$ cat config.mk
export PLATFORM = sky130hd
export DESIGN_NAME = m_uart_wb
export DESIGN_NICKNAME = d
export VERILOG_FILES = /design/src/rtl/m_uart_wb.sv
export SDC_FILE = /design/constraint.sdc
export NUM_CORES = 1
export LEC_CHECK = 0
export ABC_AREA = 0
export BUFFER_PORTS_ARGS = -buffer_cell sky130_fd_sc_hd__buf_2
export CAP_MARGIN = 15
export CELL_PAD_IN_SITES_DETAIL_PLACEMENT = 1
export CELL_PAD_IN_SITES_GLOBAL_PLACEMENT = 1
export CORE_AREA = 2 2 143 145
export CTS_CLUSTER_DIAMETER = 200
export DETAILED_ROUTE_END_ITERATION = 8
export DIE_AREA = 0 0 145 147
export PLACE_DENSITY_LB_ADDON = 0.1
export SYNTH_ARGS = -nofsm -noshare
export SYNTH_HDL_FRONTEND = slang
export SYNTH_SLANG_ARGS = --single-unit
$ cat constraint.sdc
create_clock -name CLK_I -period 3.9 [get_ports CLK_I]
set_clock_uncertainty 0.2 [all_clocks]
set_input_delay 0.39 -clock CLK_I [delete_from_list [all_inputs] [get_ports CLK_I]]
set_output_delay 0.39 -clock CLK_I [all_outputs]
set_load 0.01 [all_outputs]
$ cat src/rtl/m_uart_wb.sv
// m_uart_wb: Wishbone UART slave for the midgetv IO space.
// Programmable baud divisor, LSB-first 8N1-style frames of DATABITS bits, RX FIFO, status flags.
// Optional legacy raw-pin mode is compiled in when the macro UART_BITBANG_EN is defined.
module m_uart_wb #(
   parameter int unsigned DIVWIDTH = 16,
   parameter int unsigned DIVRESET = 104,
   parameter int unsigned DATABITS = 8,
   parameter int unsigned RXDEPTH  = 4
) (
   input  logic        CLK_I,
   input  logic        RST_I,
   input  logic        STB_I,
   input  logic        WE_I,
   input  logic [1:0]  ADR_I,
   input  logic [31:0] DAT_I,
   output logic [31:0] DAT_O,
   output logic        ACK_O,
   input  logic        usartRX,
   output logic        usartTX
);

   localparam int unsigned PtrW = $clog2(RXDEPTH);
   localparam int unsigned CntW = PtrW + 1;
   localparam int unsigned BitW = $clog2(DATABITS);

   localparam logic [1:0] AdrData   = 2'd0;
   localparam logic [1:0] AdrStatus = 2'd1;
   localparam logic [1:0] AdrDiv    = 2'd2;
   localparam logic [1:0] AdrCtrl   = 2'd3;

   logic bus_wr, bus_rd;
   logic unused_dat;

   assign ACK_O      = STB_I;
   assign bus_wr     = STB_I & WE_I;
   assign bus_rd     = STB_I & ~WE_I;
   assign unused_dat = ^DAT_I;

   // ---------------------------------------------------------------------------------------------
   // Receive line synchroniser (idles high)
   logic rx_meta_q, rx_sync_q;

   // Two-flop synchroniser for the asynchronous serial input
   always_ff @(posedge CLK_I or posedge RST_I) begin
      if (RST_I) begin
         rx_meta_q <= 1'b1;
         rx_sync_q <= 1'b1;
      end else begin
         rx_meta_q <= usartRX;
         rx_sync_q <= rx_meta_q;
      end
   end

   // ---------------------------------------------------------------------------------------------
   // Transmit state
   typedef enum logic [1:0] {TxIdle, TxStart, TxData, TxStop} tx_state_e;

   tx_state_e           tx_state_q;
   logic [DIVWIDTH-1:0] tx_cnt_q;
   logic [BitW-1:0]     tx_bit_q;
   logic [DATABITS-1:0] tx_shift_q;
   logic                tx_q;
   logic                tx_wr, tx_busy, tx_start, tx_ovf_set, tx_tick;
   logic                bbmode;
   logic [DIVWIDTH-1:0] div_q;

`ifdef UART_BITBANG_EN
   logic bbmode_q, bbtx_q;

   // Raw-pin control register: b0 selects bitbang mode, b1 drives the pin directly
   always_ff @(posedge CLK_I or posedge RST_I) begin
      if (RST_I) begin
         bbmode_q <= 1'b0;
         bbtx_q   <= 1'b1;
      end else if (bus_wr && ADR_I == AdrCtrl) begin
         bbmode_q <= DAT_I[0];
         bbtx_q   <= DAT_I[1];
      end
   end

   assign bbmode  = bbmode_q;
   assign usartTX = bbmode_q ? bbtx_q : tx_q;
`else
   assign bbmode  = 1'b0;
   assign usartTX = tx_q;
`endif

   assign tx_wr      = bus_wr && (ADR_I == AdrData) && !bbmode;
   assign tx_busy    = (tx_state_q != TxIdle);
   assign tx_start   = tx_wr && !tx_busy;
   assign tx_ovf_set = tx_wr && tx_busy;
   // >= so that shrinking DIV mid-bit cannot strand the counter past the terminal count
   assign tx_tick    = (tx_cnt_q >= div_q - DIVWIDTH'(1));

   // TX FSM: start bit, DATABITS data bits LSB first, stop bit; each DIV cycles long
   always_ff @(posedge CLK_I or posedge RST_I) begin
      if (RST_I) begin
         tx_state_q <= TxIdle;
         tx_cnt_q   <= '0;
         tx_bit_q   <= '0;
         tx_shift_q <= '0;
         tx_q       <= 1'b1;
      end else if (bbmode) begin
         tx_state_q <= TxIdle;
         tx_cnt_q   <= '0;
         tx_q       <= 1'b1;
      end else begin
         case (tx_state_q)
            TxIdle: begin
               if (tx_start) begin
                  tx_state_q <= TxStart;
                  tx_cnt_q   <= '0;
                  tx_shift_q <= DAT_I[DATABITS-1:0];
                  tx_q       <= 1'b0;
               end
            end
            TxStart: begin
               if (tx_tick) begin
                  tx_state_q <= TxData;
                  tx_cnt_q   <= '0;
                  tx_bit_q   <= '0;
                  tx_q       <= tx_shift_q[0];
                  tx_shift_q <= tx_shift_q >> 1;
               end else begin
                  tx_cnt_q <= tx_cnt_q + DIVWIDTH'(1);
               end
            end
            TxData: begin
               if (tx_tick) begin
                  tx_cnt_q <= '0;
                  if (tx_bit_q == BitW'(DATABITS - 1)) begin
                     tx_state_q <= TxStop;
                     tx_q       <= 1'b1;
                  end else begin
                     tx_bit_q   <= tx_bit_q + BitW'(1);
                     tx_q       <= tx_shift_q[0];
                     tx_shift_q <= tx_shift_q >> 1;
                  end
               end else begin
                  tx_cnt_q <= tx_cnt_q + DIVWIDTH'(1);
               end
            end
            TxStop: begin
               if (tx_tick) begin
                  tx_state_q <= TxIdle;
                  tx_cnt_q   <= '0;
               end else begin
                  tx_cnt_q <= tx_cnt_q + DIVWIDTH'(1);
               end
            end
            default: tx_state_q <= TxIdle;
         endcase
      end
   end

   // ---------------------------------------------------------------------------------------------
   // Receive state
   typedef enum logic [2:0] {RxIdle, RxStart, RxData, RxStop, RxWait} rx_state_e;

   rx_state_e           rx_state_q;
   logic [DIVWIDTH-1:0] rx_cnt_q;
   logic [BitW-1:0]     rx_bit_q;
   logic [DATABITS-1:0] rx_shift_q;
   logic                rx_push_q, rx_ferr_q;
   logic                rx_tick, rx_half;

   assign rx_tick = (rx_cnt_q >= div_q - DIVWIDTH'(1));
   assign rx_half = (rx_cnt_q >= (div_q >> 1) - DIVWIDTH'(1));

   // RX FSM: start recheck at DIV/2, then one sample per DIV cycles; push/ferr are 1-cycle pulses
   always_ff @(posedge CLK_I or posedge RST_I) begin
      if (RST_I) begin
         rx_state_q <= RxIdle;
         rx_cnt_q   <= '0;
         rx_bit_q   <= '0;
         rx_shift_q <= '0;
         rx_push_q  <= 1'b0;
         rx_ferr_q  <= 1'b0;
      end else begin
         rx_push_q <= 1'b0;
         rx_ferr_q <= 1'b0;
         case (rx_state_q)
            RxIdle: begin
               if (!rx_sync_q) begin
                  rx_state_q <= RxStart;
                  rx_cnt_q   <= '0;
               end
            end
            RxStart: begin
               if (rx_half) begin
                  rx_cnt_q   <= '0;
                  rx_bit_q   <= '0;
                  rx_state_q <= rx_sync_q ? RxIdle : RxData;
               end else begin
                  rx_cnt_q <= rx_cnt_q + DIVWIDTH'(1);
               end
            end
            RxData: begin
               if (rx_tick) begin
                  rx_cnt_q   <= '0;
                  rx_shift_q <= {rx_sync_q, rx_shift_q[DATABITS-1:1]};
                  rx_bit_q   <= rx_bit_q + BitW'(1);
                  if (rx_bit_q == BitW'(DATABITS - 1)) rx_state_q <= RxStop;
               end else begin
                  rx_cnt_q <= rx_cnt_q + DIVWIDTH'(1);
               end
            end
            RxStop: begin
               if (rx_tick) begin
                  rx_cnt_q <= '0;
                  if (rx_sync_q) begin
                     rx_push_q  <= 1'b1;
                     rx_state_q <= RxIdle;
                  end else begin
                     rx_ferr_q  <= 1'b1;
                     rx_state_q <= RxWait;
                  end
               end else begin
                  rx_cnt_q <= rx_cnt_q + DIVWIDTH'(1);
               end
            end
            RxWait: begin
               if (rx_sync_q) rx_state_q <= RxIdle;
            end
            default: rx_state_q <= RxIdle;
         endcase
      end
   end

   // ---------------------------------------------------------------------------------------------
   // RX FIFO
   logic [DATABITS-1:0] fifo_mem [RXDEPTH];
   logic [PtrW-1:0]     wr_ptr_q, rd_ptr_q;
   logic [CntW-1:0]     count_q;
   logic                rx_valid, fifo_full, pop, push, rx_ovf_set;

   assign rx_valid   = (count_q != '0);
   assign fifo_full  = (count_q == CntW'(RXDEPTH));
   assign pop        = bus_rd && (ADR_I == AdrData) && rx_valid;
   // A simultaneous pop frees the slot, so a push into a full FIFO still succeeds
   assign push       = rx_push_q && (!fifo_full || pop);
   assign rx_ovf_set = rx_push_q && !push;

   // FIFO storage, no reset needed
   always_ff @(posedge CLK_I) begin
      if (push) fifo_mem[wr_ptr_q] <= rx_shift_q;
   end

   // FIFO pointers and occupancy; pointers wrap naturally since RXDEPTH is a power of 2
   always_ff @(posedge CLK_I or posedge RST_I) begin
      if (RST_I) begin
         wr_ptr_q <= '0;
         rd_ptr_q <= '0;
         count_q  <= '0;
      end else begin
         if (push) wr_ptr_q <= wr_ptr_q + PtrW'(1);
         if (pop)  rd_ptr_q <= rd_ptr_q + PtrW'(1);
         case ({push, pop})
            2'b10:   count_q <= count_q + CntW'(1);
            2'b01:   count_q <= count_q - CntW'(1);
            default: ;
         endcase
      end
   end

   // ---------------------------------------------------------------------------------------------
   // Divisor and sticky flags
   logic                rxovf_q, frameerr_q, txovf_q;
   logic [DIVWIDTH-1:0] div_wr;

   assign div_wr = (DAT_I[DIVWIDTH-1:0] < DIVWIDTH'(2)) ? DIVWIDTH'(2) : DAT_I[DIVWIDTH-1:0];

   // Divisor register and write-1-to-clear error flags; a new event wins over a clear
   always_ff @(posedge CLK_I or posedge RST_I) begin
      if (RST_I) begin
         div_q      <= DIVWIDTH'(DIVRESET);
         rxovf_q    <= 1'b0;
         frameerr_q <= 1'b0;
         txovf_q    <= 1'b0;
      end else begin
         if (bus_wr && ADR_I == AdrDiv) div_q <= div_wr;
         if (bus_wr && ADR_I == AdrStatus) begin
            if (DAT_I[2]) rxovf_q    <= 1'b0;
            if (DAT_I[3]) frameerr_q <= 1'b0;
            if (DAT_I[4]) txovf_q    <= 1'b0;
         end
         if (rx_ovf_set) rxovf_q    <= 1'b1;
         if (rx_ferr_q)  frameerr_q <= 1'b1;
         if (tx_ovf_set) txovf_q    <= 1'b1;
      end
   end

   // Read mux; zero whenever the bus is not reading
   always_comb begin
      DAT_O = '0;
      if (bus_rd) begin
         case (ADR_I)
            AdrData: begin
               if (rx_valid) DAT_O[DATABITS-1:0] = fifo_mem[rd_ptr_q];
            end
            AdrStatus: begin
               DAT_O[4:0] = {txovf_q, frameerr_q, rxovf_q, tx_busy, rx_valid};
`ifdef UART_BITBANG_EN
               DAT_O[8] = rx_sync_q;
`endif
            end
            AdrDiv: DAT_O[DIVWIDTH-1:0] = div_q;
`ifdef UART_BITBANG_EN
            AdrCtrl: DAT_O[1:0] = {bbtx_q, bbmode_q};
`endif
            default: ;
         endcase
      end
   end

endmodule

After elaboration in Yosys (flattened, before gate mapping) --
Memory sizes are Yosys's and may differ from the RTL's. Cells that the tools add are included.
Operators by class: magnitude comparators 4, add/subtract/negate cells 10, muxes and demuxes 63, equality and inequality tests 26, bitwise gates (word level) 3, reductions and logical operators 42
Operators with widths (number):
- $mux 16 | 7
- $ge 16x16->1 | 3
- $mux 8 | 6
- $pmux 16 s3 | 1
- $mux 3 | 12
- $add 16x1->16 const B | 2
- $pmux 16 s2 | 1
- $ne 2x2->1 const B | 12
- $pmux 3 s2 | 4
- $pmux 8 s3 | 1
- $mux 1 | 21
- $reduce_bool 2->1 | 10
- $lt 16x2->1 const B | 1
- $sub 15x1->16 const B | 1
- $sub 16x1->16 const B | 1
- $pmux 3 s5 | 1
- $pmux 5 s3 | 1
- $eq 3x3->1 const B | 4
- $mux 2 | 6
- $reduce_and 2->1 | 5
- $reduce_and 5->1 | 2
- $add 3x1->3 const B | 3
- $logic_and 1x1->1 | 9
- $reduce_bool 3->1 | 3
- other kinds (19) | 31
Storage, ports and cells: register bits 90, bits of input ports 39, bits in writable memories 32, output and inout port bits 34, memories 1
Memory list:
- fifo_mem | words 4, bits a word 8, rd ports 1, clocked after memory_dff 0, write ports 1, RTL line 232 | logic [DATABITS-1:0] fifo_mem [RXDEPTH];

Longest topological paths before layout --
depth in word-level cells 10, gate-level depth with buffers 18, depth with buffers taken out 15

Least setup slack after synthesis --
No wires, ideal clock.
path kind register to register, start point reg div_q[2], end point reg rx_cnt_q[10], slack -0.049 ns, period minus slack after synthesis 3.949 ns, path buffers 2, setup time 0.087 ns, stages on the path, launching flop included 16, arrival time 3.662 ns, cell sequence dfrtp_1 clkbuf_1 inv_1 ha_1 or3b_2 nor3_1 xnor2_1 ha_1 and4_1 a221oi_1 a21oi_1 o311a_1 nor3_1 clkbuf_1 o21ai_0 o211ai_1
On the way: word-level cells in the longest chain between the ends 4, elaborated cells on any way between the ends 7
RTL lines:
- start, declared | RTL line 65 | logic [DIVWIDTH-1:0] div_q;
- start signal, assigned | RTL line 276 | div_q <= DIVWIDTH'(DIVRESET);
- start signal, assigned | RTL line 281 | if (bus_wr && ADR_I == AdrDiv) div_q <= div_wr;
- $sub 16x1->16 / $sub 15x1->16 (equally long branches) | RTL line 167, 168
- $ge 16x16->1 (on tied branches) | RTL line 167, 168
- $mux 16 (on tied branches) | RTL line 199, 209, 190
- $pmux 16 s3 * | RTL line 182 | case (rx_state_q)
- end signal, assigned | RTL line 195 | rx_cnt_q <= rx_cnt_q + DIVWIDTH'(1);
- end signal, assigned | RTL line 205 | rx_cnt_q <= rx_cnt_q + DIVWIDTH'(1);
- end signal, assigned | RTL line 219 | rx_cnt_q <= rx_cnt_q + DIVWIDTH'(1);
- end, declared | RTL line 161 | logic [DIVWIDTH-1:0] rx_cnt_q;
Mark *: on every way between the ends. The rest lies on a longest branch, timed or not. A chain may end at the register's enable or synchronous reset.

Worst setup path in the final report --
start point reg div_q[2], end point reg tx_shift_q[2]
On the way: word-level cells in the longest chain between the ends 4, elaborated cells on any way between the ends 5
RTL lines:
- $sub 16x1->16 * | RTL line 93 | assign tx_tick = (tx_cnt_q >= div_q - DIVWIDTH'(1));
- $ge 16x16->1 * | RTL line 93
- $ne 2x2->1 (no source line)
- $reduce_and 5->1 (no source line) *
- end signal, assigned | RTL line 113 | tx_shift_q <= DAT_I[DATABITS-1:0];
- end signal, assigned | RTL line 123 | tx_shift_q <= tx_shift_q >> 1;
- end signal, assigned | RTL line 137 | tx_shift_q <= tx_shift_q >> 1;
- end, declared | RTL line 61 | logic [DATABITS-1:0] tx_shift_q;
Marked as above.

==> tab_implementation.tex <==
\begin{tabular}{lr}
\hline
Metric & Value \\
\hline
\multicolumn{2}{l}{\textbf{Outcome}} \\
Status & finished clean \\
\multicolumn{2}{l}{\textbf{Synth}} \\
Largest area contributor in the netlist & sky130\_fd\_sc\_hd\_\_dfrtp\_1 \\
Largest cells by area after synthesis & sky130\_fd\_sc\_hd\_\_dfrtp\_1 27\%, sky130\_fd\_sc\_hd\_\_edfxtp\_1 12\%, sky130\_fd\_sc\_hd\_\_ha\_1 9.7\%, sky130\_fd\_sc\_hd\_\_mux2\_2 4.6\%, sky130\_fd\_sc\_hd\_\_xnor2\_1 3.3\% \\
Most common cell in the netlist & sky130\_fd\_sc\_hd\_\_dfrtp\_1 \\
Basic-gate share of the synthesized area counting and, or, nand and nor cells & 18.7\% \\
Netlist Area Pre-Place & slightly below 8000 um2 \\
Share of Yosys cell area claimed by the top area cell type & between 20\% and 30\% \\
Combinational family with the most area after synthesis & simple AND/OR/NAND/NOR gates \\
Mux contribution to synthesized area & 8.25\% \\
Share of synthesized cell area in full adder, half adder and majority cells & roughly 10\% \\
Post-Syn Area per Cell & 10.2 um2 \\
Cell types with the highest counts after synthesis & 84 x sky130\_fd\_sc\_hd\_\_dfrtp\_1, 61 x sky130\_fd\_sc\_hd\_\_nand2\_1, 60 x sky130\_fd\_sc\_hd\_\_ha\_1, 44 x sky130\_fd\_sc\_hd\_\_nor2\_1, 40 x sky130\_fd\_sc\_hd\_\_o21ai\_0 \\
Library cells used by synthesis & 73 \\
Share of synthesized registers carrying an async set or reset & approximately 74\% \\
Synthesis warning total & 0 \\
Number of cells produced by synthesis & 761 \\
Sequential cell area fraction in the yosys report & 41.5\% \\
Synthesis-stage register bit count & roughly 120 \\
Commonest register cell after synthesis & sky130\_fd\_sc\_hd\_\_dfrtp\_1 \\
Area fraction in compound gates after synthesis & approximately an eighth \\
Post-synth EDFFs & 32 \\
Xor/xnor cell area share of the yosys netlist & 4.17\% \\
\multicolumn{2}{l}{\textbf{Clock network}} \\
Clock transition at the register clock pins on the worst setup and hold paths after CTS & 0.06 ns \\
CTS tree & yes \\
Number of buffers between clock root and the deepest sink & 2 \\
Insertion delay of the later-clocked pin in the worst-skew pair & 0.42 ns \\
Number of sinks driven by the clock tree & 122 \\
Total CTS buffers & 17 \\
CTS H-tree depth & 4 \\
Root Buffer Master & sky130\_fd\_sc\_hd\_\_clkbuf\_16 \\
\multicolumn{2}{l}{\textbf{Global route}} \\
Via count of the first global-routing pass & 6528 \\
First-pass GRT wire length & 35000 um \\
Antenna violations before repair & 0 \\
Maximum number of pins on one net before global-route repair & 38 \\
GRT Residual Overflow & 0 \\
GRT Overall Usage & 20.8\% \\
\multicolumn{2}{l}{\textbf{Routing}} \\
Number of nets with antenna violations after routing & 0 \\
Routed Wire Length & 21700 um \\
Final routed DRC violation total & 0 \\
Vias after detailed routing & slightly above 6000 \\
Iteration count of the initial detailed-routing pass & 5 \\
Drt first-iter violations & 251 \\
Mean number of vias per cell & 5.45 \\
Final routed wire length divided by cell count & 19.2 um \\
\multicolumn{2}{l}{\textbf{Worst hold path}} \\
Cell count of the worst hold path & 2 \\
Min-delay src & DAT\_I[14] \\
Worst min-delay path endpoint & div\_q[14] \\
Worst min-delay path class & in2reg \\
\multicolumn{2}{l}{\textbf{STA}} \\
Worst hold slack across all endpoints & 0.0205 ns \\
Minimum clock period & 3.82 ns \\
Total count of max-transition violations in the final report & 0 \\
Share of the cycle needed by the critical path after routing & between 90 and 100\% \\
Unrepaired setup endpoints after global routing & true \\
Worst-case headroom to the max-slew limit & 27.3\% \\
Worst-margin pin slew & 1.09 ns \\
Number of hold-slack violations in the final timing report & 0 \\
Worst Slack Setup Final & 0.0838 ns \\
Final number of setup-violating endpoints & 0 \\
Peak Freq & 0.262 GHz \\
\multicolumn{2}{l}{\textbf{Place}} \\
Dpl ws & -0.312 ns \\
Global placer's final weighted congestion & 0.844 \\
\# placed instances & 1081 \\
Post-DP HPWL & 15600 um \\
Number of I/O port buffers & 40 \\
Cell area reported after detailed placement & 8420 um2 \\
\multicolumn{2}{l}{\textbf{Setup path}} \\
Setup crit start kind & register \\
Critical path data required time & approximately 4.0 ns \\
Capture instance of the worst register-to-register path & tx\_shift\_q[2] \\
Reg2reg start & div\_q[2] \\
Kind of end point of the critical path & register \\
R2R Setup Slk & 0.08 ns \\
Cells on worst reg2reg path & 17 \\
Critical path class & reg2reg \\
Setup crit start & div\_q[2] \\
Crit path DAT & 3.92 ns \\
Worst-path maximum fanout & 8 \\
\multicolumn{2}{l}{\textbf{Pwr}} \\
Internal power & 3.47 mW \\
Combinational cell fraction of total power & 37.1\% \\
Clock Power Share & 29.3\% \\
Switching part of the total & 37.4\% \\
Worst-case vdd ir drop & 0.316 mV \\
Sequential Power Share & roughly a third \\
Leakage Power & 4.21 nW \\
Switching power & 2.07 mW \\
Cell area power density & 587 nW/um2 \\
\multicolumn{2}{l}{\textbf{Final layout}} \\
Non-Filler Instances & 1130 \\
Number of nets at the end of the flow & roughly 950 \\
Total non-filler cell area in the finished layout & 9450 um2 \\
Synthesis-to-finish area growth & 21.6\% \\
ANT cells & 0 \\
Fillers & 2182 \\
Fraction of final layout cells sized beyond drive strength 1 & 28.1\% \\
Post-layout util & 47.6\% \\
\multicolumn{2}{l}{\textbf{Floorplan}} \\
Die span in y & 147 um \\
Effective utilization at floorplan & 39.1\% \\
Cell Rows & 52 \\
Core ar. & just under 20000 um2 \\
Width of the die & between 100 and 150 um \\
Ports & 73 \\
Area of the die & 21300 um2 \\
\multicolumn{2}{l}{\textbf{Run}} \\
MaxCap Viol Count & 0 \\
\hline
\end{tabular}
[cells in the final DEF, fill, tap and decap left out, types with 13 or more instances in the layout]
cell | netlist | layout
sky130_fd_sc_hd__nor3_1 | 28 | 20
sky130_fd_sc_hd__inv_1 | 29 | 26
sky130_fd_sc_hd__nor2b_1 | 15 | 14
sky130_fd_sc_hd__nand3_1 | 21 | 21
sky130_fd_sc_hd__edfxtp_1 | 32 | 32
sky130_fd_sc_hd__xnor2_1 | 29 | 25
sky130_fd_sc_hd__a21oi_1 | 34 | 33
sky130_fd_sc_hd__buf_2 | 4 | 40
sky130_fd_sc_hd__and2_1 | 14 | 13
sky130_fd_sc_hd__mux2_2 | 32 | 29
sky130_fd_sc_hd__and3_1 | 22 | 22
sky130_fd_sc_hd__conb_1 | 1 | 16
sky130_fd_sc_hd__a31oi_1 | 15 | 15
sky130_fd_sc_hd__nand2_1 | 61 | 58
sky130_fd_sc_hd__buf_4 | 18 | 54
sky130_fd_sc_hd__dfrtp_1 | 84 | 84
sky130_fd_sc_hd__ha_1 | 60 | 59
sky130_fd_sc_hd__nor2_1 | 44 | 43
sky130_fd_sc_hd__clkbuf_16 | 0 | 17
sky130_fd_sc_hd__o21ai_0 | 40 | 38
[cell type report]
| cell class | instances | area, um2 | area share (%) |
|---|---|---|---|
| multi-input cells | 574 | 4470 | 47.3 |
| flip-flops and latches | 122 | 3220 | 34.1 |
| repair buffers | 103 | 704 | 7.46 |
| clock buffers | 17 | 425 | 4.50 |
| well taps | 270 | 338 | 3.58 |
| clock inverters | 15 | 176 | 1.87 |
| inverters | 29 | 110 | 1.17 |
[state kept, by name, indices dropped and copies added (netlist names), 3 cells and up]
register	count
fifo_mem	32
div_q	16
rx_cnt_q	16
tx_cnt_q	16
rx_shift_q	8
tx_shift_q	8
count_q	3
rx_bit_q	3
rx_state_q	3
tx_bit_q	3
[layer usage]
metal | track usage [%] | up-vias | share of wire (%)
li1 | - | 2917 | -
met5 | 0 | - | 0
met3 | 3.39 | 24 | 3.1
met1 | 26.4 | 3114 | 44
met2 | 36.0 | 99 | 51
met4 | 7.38 | 0 | 1.8
[worst max path at each step]
stage / to / slack (ns)
2_1_floorplan: tx_shift_q[0] / 0.09
3_5_place_dp: tx_shift_q[6] / -0.31
6_report: tx_shift_q[2] / 0.08
5_1_grt: tx_shift_q[7] / -0.12
3_3_place_gp: tx_shift_q[6] / -0.07
4_1_cts: tx_cnt_q[10] / 0.01
[power groups by stage]
stage / Combinational (mW) / Sequential [mW] / Clock (mW)
6_report: 2.06 / 1.86 / 1.63
5_1_grt: 2.27 / 1.91 / 1.71
4_1_cts: 1.94 / 1.86 / 1.66
3_5_place_dp: 1.85 / 1.87 / 0
3_3_place_gp: 1.74 / 1.85 / 0
2_1_floorplan: 1.41 / 1.72 / 0
[worst max-delay path, stage by stage, from the launching register on]
cell and delay (ns):
sky130_fd_sc_hd__dfrtp_1 0.40, sky130_fd_sc_hd__inv_2 0.09, sky130_fd_sc_hd__ha_4 0.15, sky130_fd_sc_hd__or4b_4 0.49, sky130_fd_sc_hd__buf_4 0.17, sky130_fd_sc_hd__nor4_4 0.17, sky130_fd_sc_hd__xnor2_2 0.13, sky130_fd_sc_hd__ha_1 0.29
sky130_fd_sc_hd__nand4_1 0.16, sky130_fd_sc_hd__buf_4 0.19, sky130_fd_sc_hd__nor2_4 0.09, sky130_fd_sc_hd__o32ai_4 0.11, sky130_fd_sc_hd__a21oi_4 0.18, sky130_fd_sc_hd__buf_6 0.14, sky130_fd_sc_hd__nand3b_1 0.11, sky130_fd_sc_hd__o41ai_4 0.08
sky130_fd_sc_hd__buf_6 0.19, sky130_fd_sc_hd__mux2_2 0.34
[through the flow]
step / TNS [ns] / total power, mW
3_5_place_dp: -2.53 / 3.72
3_3_place_gp: -0.563 / 3.59
6_report: 0 / 5.55
4_1_cts: 0 / 5.46
5_1_grt: -0.964 / 5.89
2_1_floorplan: 0 / 3.13
[what timing repair did]
action	4_1_cts	5_1_grt
pin swaps	9	15
endpoints found under the setup margin	22	58
hold endpoints to repair	32	0
gates resized for setup	21	38
gates cloned	0	0
buffers inserted	6	10
hold buffers	2	0
[cells by family (layout without fill, tap and decap cells)]
kind of cell,after synthesis,after routing
DFF,122,122
and+or+nand+nor,270,270
muxes,47,47
xor gates and xnor gates,37,37
buffers and inverters,80,164
adders and majority gates,63,63
other,1,16
AOI/OAI and AO/OA,141,141
Power figures use the tool's default switching activity.
